[config.mk]
export PLATFORM = sky130hd
export DESIGN_NAME = clock_set_ctrl
export DESIGN_NICKNAME = d
export VERILOG_FILES = /design/src/rtl/clock_set_ctrl.sv
export SDC_FILE = /design/constraint.sdc
export NUM_CORES = 1
export LEC_CHECK = 0
export CORE_UTILIZATION = 55
export CTS_BUF_LIST = sky130_fd_sc_hd__clkbuf_2
export DETAILED_ROUTE_END_ITERATION = 10
export PLACE_DENSITY = 0.87
export SLEW_MARGIN = 20
export SYNTH_ARGS = -nofsm -noshare
export SYNTH_HDL_FRONTEND = slang
export SYNTH_SLANG_ARGS = --single-unit
[constraint.sdc]
create_clock -name clk -period 3.1 [get_ports clk]
set_clock_uncertainty 0.1 [all_clocks]
set_input_delay 0.31 -clock clk [delete_from_list [all_inputs] [get_ports clk]]
set_output_delay 0.31 -clock clk [all_outputs]
set_load 0.005 [all_outputs]
[src/rtl/clock_set_ctrl.sv]
// clock_set_ctrl: controller for a 12-hour BCD time counter.
//
// Purpose:
//   - Divides clk into a one-cycle tick enable (ena) every DIV cycles while running.
//   - Button-driven set-time FSM: btn_mode enters edit mode and then steps through
//     hours -> minutes -> AM/PM -> commit. btn_inc bumps the field being edited.
//   - Commit issues a one-cycle load strobe with the edited time. Seconds load as 00.
//   - Display digits show live time in RUN and the edit registers otherwise.
//
// Ports:
//   clk, reset            system clock, synchronous active-high reset
//   btn_mode, btn_inc     debounced one-cycle button pulses
//   cur_pm/hh/mm/ss       live time from the counter (BCD)
//   ena                   counter tick enable (one-cycle pulse)
//   load, load_pm/hh/mm/ss   load strobe and values for the counter
//   field                 0 none, 1 hours, 2 minutes, 3 AM/PM
//   disp_pm/hh/mm/ss      display digits (combinational mux)
module clock_set_ctrl #(
  parameter int DIV = 50000000
) (
  input  logic       clk,
  input  logic       reset,
  input  logic       btn_mode,
  input  logic       btn_inc,
  input  logic       cur_pm,
  input  logic [7:0] cur_hh,
  input  logic [7:0] cur_mm,
  input  logic [7:0] cur_ss,
  output logic       ena,
  output logic       load,
  output logic       load_pm,
  output logic [7:0] load_hh,
  output logic [7:0] load_mm,
  output logic [7:0] load_ss,
  output logic [1:0] field,
  output logic       disp_pm,
  output logic [7:0] disp_hh,
  output logic [7:0] disp_mm,
  output logic [7:0] disp_ss
);

  localparam int            CW      = $clog2(DIV);
  localparam logic [CW-1:0] CNT_MAX = CW'(DIV - 1);

  typedef enum logic [2:0] {RUN, SET_HH, SET_MM, SET_PM, COMMIT} state_t;

  state_t        state_q;
  logic [CW-1:0] cnt_q;
  logic          ena_q;
  logic          load_q;
  logic          load_pm_q;
  logic [7:0]    load_hh_q;
  logic [7:0]    load_mm_q;
  logic [1:0]    field_q;
  logic          e_pm_q;
  logic [7:0]    e_hh_q;
  logic [7:0]    e_mm_q;

  // Hours run 01..12 then wrap to 01.
  function automatic logic [7:0] bcd_inc_hh(input logic [7:0] v);
    if (v == 8'h12)          return 8'h01;
    else if (v[3:0] == 4'h9) return {v[7:4] + 4'h1, 4'h0};
    else                     return {v[7:4], v[3:0] + 4'h1};
  endfunction

  // Minutes run 00..59 then wrap to 00; no carry into hours.
  function automatic logic [7:0] bcd_inc_mm(input logic [7:0] v);
    if (v == 8'h59)          return 8'h00;
    else if (v[3:0] == 4'h9) return {v[7:4] + 4'h1, 4'h0};
    else                     return {v[7:4], v[3:0] + 4'h1};
  endfunction

  always_ff @(posedge clk) begin
    if (reset) begin
      state_q   <= RUN;
      cnt_q     <= '0;
      ena_q     <= 1'b0;
      load_q    <= 1'b0;
      load_pm_q <= 1'b0;
      load_hh_q <= 8'h12;
      load_mm_q <= 8'h00;
      field_q   <= 2'd0;
      e_pm_q    <= 1'b0;
      e_hh_q    <= 8'h12;
      e_mm_q    <= 8'h00;
    end else begin
      load_q <= 1'b0;
      case (state_q)
        RUN: begin
          if (btn_mode) begin
            // Leaving RUN: clear the prescaler so no tick leaks into edit mode.
            state_q <= SET_HH;
            field_q <= 2'd1;
            e_hh_q  <= cur_hh;
            e_mm_q  <= cur_mm;
            e_pm_q  <= cur_pm;
            cnt_q   <= '0;
            ena_q   <= 1'b0;
          end else begin
            cnt_q <= (cnt_q == CNT_MAX) ? '0 : cnt_q + 1'b1;
            ena_q <= (cnt_q == CNT_MAX);
          end
        end
        SET_HH: begin
          cnt_q <= '0;
          ena_q <= 1'b0;
          if (btn_mode) begin
            state_q <= SET_MM;
            field_q <= 2'd2;
          end else if (btn_inc) begin
            e_hh_q <= bcd_inc_hh(e_hh_q);
          end
        end
        SET_MM: begin
          cnt_q <= '0;
          ena_q <= 1'b0;
          if (btn_mode) begin
            state_q <= SET_PM;
            field_q <= 2'd3;
          end else if (btn_inc) begin
            e_mm_q <= bcd_inc_mm(e_mm_q);
          end
        end
        SET_PM: begin
          cnt_q <= '0;
          ena_q <= 1'b0;
          if (btn_mode) begin
            state_q   <= COMMIT;
            field_q   <= 2'd0;
            load_q    <= 1'b1;
            load_hh_q <= e_hh_q;
            load_mm_q <= e_mm_q;
            load_pm_q <= e_pm_q;
          end else if (btn_inc) begin
            e_pm_q <= ~e_pm_q;
          end
        end
        COMMIT: begin
          // The commit cycle counts as prescaler cycle 0, so the first tick
          // lands DIV cycles after the load strobe. Buttons are ignored here.
          state_q <= RUN;
          field_q <= 2'd0;
          cnt_q   <= CW'(1);
          ena_q   <= 1'b0;
        end
        default: begin
          state_q <= RUN;
          field_q <= 2'd0;
          cnt_q   <= '0;
          ena_q   <= 1'b0;
        end
      endcase
    end
  end

  assign ena     = ena_q;
  assign load    = load_q;
  assign load_pm = load_pm_q;
  assign load_hh = load_hh_q;
  assign load_mm = load_mm_q;
  assign load_ss = 8'h00;
  assign field   = field_q;

  always_comb begin
    disp_pm = cur_pm;
    disp_hh = cur_hh;
    disp_mm = cur_mm;
    disp_ss = cur_ss;
    if (state_q != RUN) begin
      disp_pm = e_pm_q;
      disp_hh = e_hh_q;
      disp_mm = e_mm_q;
      disp_ss = 8'h00;
    end
  end

endmodule
Yosys cells after proc, flatten, opt, wreduce, memory -nomap -nowiden --
Cells that the tools add are included.
Storage, ports and cells: output and inout bits 54, logic and storage cells 90, bits in registers 67, input bits 29
Operators by class: eq/ne operators 21, mux-type cells 34, bitwise logic cells 3, $add $sub $neg 5, reductions and logical operators 14
Operator list (number):
- $mux 8 | 13
- $mux 26 | 2
- $pmux 26 s2 | 1
- $pmux 8 s2 | 2
- $add 26x1->26 const B | 1
- $eq 26x26->1 const B | 1
- $ne 2x2->1 const B | 10
- $add 4x1->4 const B | 4
- $reduce_and 4->1 | 4
- $mux 3 | 4
- $pmux 3 s4 | 1
- $reduce_and 5->1 | 2
- $eq 4x4->1 const B | 2
- $eq 8x5->1 const B | 1
- $eq 8x7->1 const B | 1
- $mux 2 | 4
- $pmux 2 s4 | 1
- $eq 3x2->1 const B | 2
- $ne 3x3->1 const B | 2
- $reduce_bool 2->1 | 3
- $mux 1 | 5
- $eq 3x1->1 const B | 1
- $eq 3x3->1 const B | 1
- $logic_not 3->1 | 1
- other kinds (6) | 8

Longest topological paths before layout --
depth in word-level cells 6, gate-level depth with buffers 8, mapped depth without buffers 7

Worst setup path after synthesis --
No wires, ideal clock.
path kind reg2out, start point reg state_q[2], end point out disp_hh[3], path buffers 2, setup slack 1.272 ns, stages on the path, launching flop included 5, data required time 2.690 ns, arrival 1.418 ns, cells stage by stage dfxtp_1 buf_2 nor3_1 clkbuf_1 mux2_2
On the way: cells in the longest elaborated chain, start to end 2
Ends and longest elaborated chain:
- start, declared | RTL line 47 | state_t state_q;
- start signal, assigned | RTL line 75 | state_q <= RUN;
- start signal, assigned | RTL line 92 | state_q <= SET_HH;
- start signal, assigned | RTL line 108 | state_q <= SET_MM;
- $reduce_bool 3->1 | RTL line 169 | if (state_q != RUN) begin
- $mux 8 | RTL line 169
- end, declared | RTL line 37 | output logic [7:0] disp_hh,
No other way between the ends.

Final worst setup path --
start point reg state_q[2], end point out disp_mm[0]
On the way: cells in the longest elaborated chain, start to end 2
Ends and longest elaborated chain:
- $reduce_bool 3->1 | RTL line 169
- $mux 8 | RTL line 169
- end, declared | RTL line 38 | output logic [7:0] disp_mm,
No other way between the ends.

==> summary.txt <==
Worst setup path
  • R2R depth: 6
  • Crit path max-delay family: buffers and inverters
  • CP Capture Type: output pin
  • Setup Crit Path Kind: flip-flop to output pin
  • Crit path required time: 2.69 ns
  • WP depth: 4
  • Critical Path Start: state_q[2]
  • Worst path max stage delay: 0.50 ns
  • Slowest CP cell: dfxtp_1
  • Origin of the critical flop-to-flop path: cnt_q[0]
  • Critical-path cell list: nor3_2 > buf_4 > mux2_2 > clkdlybuf4s50_1
  • Setup crit start kind: flip-flop
  • WP data arrival: 2.40 ns
  • Sum of buffers and inverters on the critical path: 2
  • Crit Path Max Fanout: 31

GRT
  • Total gr overflow: 0
  • Initial antenna violation count: 0
  • Vias in the first global route: 3078
  • First-pass GRT wire length: 13700 um
  • Total GRT Usage: 26.3%
  • Largest net degree at the start of global routing: 42

Floorplanning
  • Die Area: 6750 um^2
  • FP Rows: 28
  • Die width: 82.2 um
  • Initial core utilization: 58.3%
  • Total core area: 6060 um^2
  • Die H: 82.2 um
  • Ports: 83

Final layout
  • Fill count: 483
  • Fraction of layout cells with a size suffix above 1: 8.55%
  • Nets: 524
  • Sequential Area: 1340 um^2
  • Final cell count without fillers: 566
  • Synth-to-layout area growth: 22.2%
  • Fin area: 4320 um^2
  • Diodes inserted: 0
  • Multi-input logic area: 2020 um^2

Detailed routing
  • Wire length per cell: 14.3 um
  • Number of DRC markers in iteration 0: 102
  • Residual DRC count: 0
  • Drt pass-1 iters: 4
  • Via/cell ratio: 5.65
  • Total number of vias: 3196
  • Routed wire length: 8080 um
  • Antenna-violating nets left: 0

Timing
  • Finish-stage setup viols: 0
  • Min Clock Period, post-route: 2.81 ns
  • Fmax: 0.356 GHz
  • Setup Total Neg Slack: 0 ns
  • Slew HR: 40.7%
  • Unrepaired setup endpoints after global routing: false
  • Pin slew with the least headroom to its limit: 0.889 ns
  • Final Hold Vio Count: 0
  • Tcrit/Tclk final: 90.7%
  • Slew Limit Fails: 0

Pwr
  • Total power: 1.73 mW
  • Leakage: 1.59 nW
  • Maximum vdd drop: 0.299 mV
  • Power per cell area: 400 nW/um^2

Run status
  • Status: completed

Synth
  • EDFF count, synth: 0
  • Number of warnings issued by yosys: 0
  • FF+latch count, synth: 67
  • Mapped cell area: 3540 um^2
  • Post-synth top area share: 37.9%
  • Cells after Synth: 425
  • Post-synthesis sequential area ratio: 37.9%
  • Most common cell in the netlist: dfxtp_1
  • Synth top area cells: dfxtp_1, nand2_1, nor2_1
  • Dominant cell type by area after synthesis: dfxtp_1
  • Commonest cells post-synth: dfxtp_1, nand2_1, nor2_1, a21oi_1, xor2_1
  • Mapped Avg Cell Area: 8.32 um^2
  • Main synth FF type: dfxtp_1
  • Asr flop ratio synth: 0%
  • Yosys cell types: 58

Placement
  • Placed Area: 4250 um^2
  • RD Place Congestion: 0.832
  • Buffers on Ports: 74
  • DP HPWL: 5770 um
  • Number of cells in the design after placement: 552

Clock tree
  • CTS Buffer Depth: 2
  • Post-CTS Resized: 0
  • Clock-pin slew on the worst setup and hold paths: 0.16 ns
  • CTS tree: yes
  • H-tree levels: 3
  • Hold Buf Count CTS: 0
  • Root Driver: clkbuf_2
  • Setup bufs post-CTS: 0
  • Num CTS Buffers: 9
  • CTS Sinks: 67
  • Clk_lat worst skew: 0.48 ns

Hold path
  • Worst hold stages: 3
  • Hold WC Path Type: primary input to flip-flop
  • Worst Hold Launch: cur_hh[3]

Run
  • Number of max-cap violations: 0
-- layout by cell type, fill, tap and decap left out, types with 3 or more instances in the layout --
cell | netlist | layout
clkdlybuf4s50_1 | 0 | 74
dfxtp_1 | 67 | 67
nand2_1 | 63 | 63
nor2_1 | 48 | 48
a21oi_1 | 27 | 27
xor2_1 | 20 | 20
nand3_1 | 15 | 15
mux2_2 | 13 | 13
o21ai_0 | 13 | 13
a211oi_1 | 12 | 12
clkbuf_2 | 1 | 10
and2_1 | 9 | 9
inv_1 | 8 | 8
nand4_1 | 8 | 8
xnor2_1 | 8 | 8
conb_1 | 1 | 8
nor3_1 | 8 | 7
ha_1 | 7 | 7
and3_1 | 6 | 6
nand3b_1 | 5 | 5
nand2b_1 | 4 | 4
o21ai_1 | 3 | 3
and3b_1 | 3 | 3
a21o_1 | 3 | 3
nor4b_1 | 3 | 3
buf_4 | 12 | 3
-- cells by family after synthesis --
kind of cell	after synthesis	synth area share, %
other	1	0.106
multiplexers	14	4.42
adder cells (fa/ha/maj)	7	2.48
XOR/XNOR	28	6.94
buffers and inverters	40	5.77
AND/OR/NAND/NOR	195	29.3
flip-flops	67	37.9
AO/OA/AOI/OAI	73	13.1
-- stage by stage --
stage | util [%] | hold slack [ns] | worst slack (ns)
2_1_floorplan | - | 0.353 | 1.27
3_3_place_gp | 70.1 | 0.345 | 0.802
3_5_place_dp | 70.1 | 0.347 | 0.729
4_1_cts | 71.3 | 0.303 | 0.268
5_1_grt | 71.3 | 0.327 | 0.111
6_report | 71.3 | 0.341 | 0.288
-- sequential cells by signal (all words and copies together), names as in the netlist --
signal   cells
cnt_q       26
e_hh_q       8
e_mm_q       8
e_pm_q       1
ena          1
field        2
load         1
load_hh      8
load_mm      8
load_pm      1
state_q      3
-- worst paths after layout --
kind	slack [ns]	end
worst max-delay path	0.29	disp_mm[0]
worst min register to register	0.37	load_mm[7]
worst max register to register	0.74	cnt_q[13]
worst min-delay path	0.34	e_hh_q[3]
-- worst min-delay path, stage by stage --
cell and delay, ns:
clkdlybuf4s50_1 0.42, nand2_1 0.09, a211oi_1 0.07
-- power breakdown --
| part | internal, mW | total, mW | leakage (nW) | switching (mW) |
|---|---|---|---|---|
| logic | 0.221 | 0.394 | 0.999 | 0.172 |
| clock network | 0.0938 | 0.385 | 0.0487 | 0.291 |
| registers | 0.894 | 0.951 | 0.544 | 0.0574 |
-- layer usage --
layer | GRT usage (%) | part of all wire, % | up-vias | wire [um]
li1 | - | - | 1577 | -
met1 | 30.2 | 43 | 1546 | 3510
met2 | 45.1 | 49 | 66 | 3990
met3 | 9.78 | 6.3 | 7 | 507
met4 | 7.89 | 0.79 | 0 | 64
met5 | 0 | 0 | - | 0
-- layout make-up --
| class | count | share of cell area [%] |
|---|---|---|
| Multi-Input combinational cell | 325 | 46.8 |
| Sequential cell | 67 | 31.0 |
| Timing Repair Buffer | 77 | 17.7 |
| Tap cell | 75 | 2.17 |
| Clock buffer | 10 | 1.16 |
| Inverter | 8 | 0.695 |
| Clock inverter | 4 | 0.463 |
(Power assumes the default switching activity.)
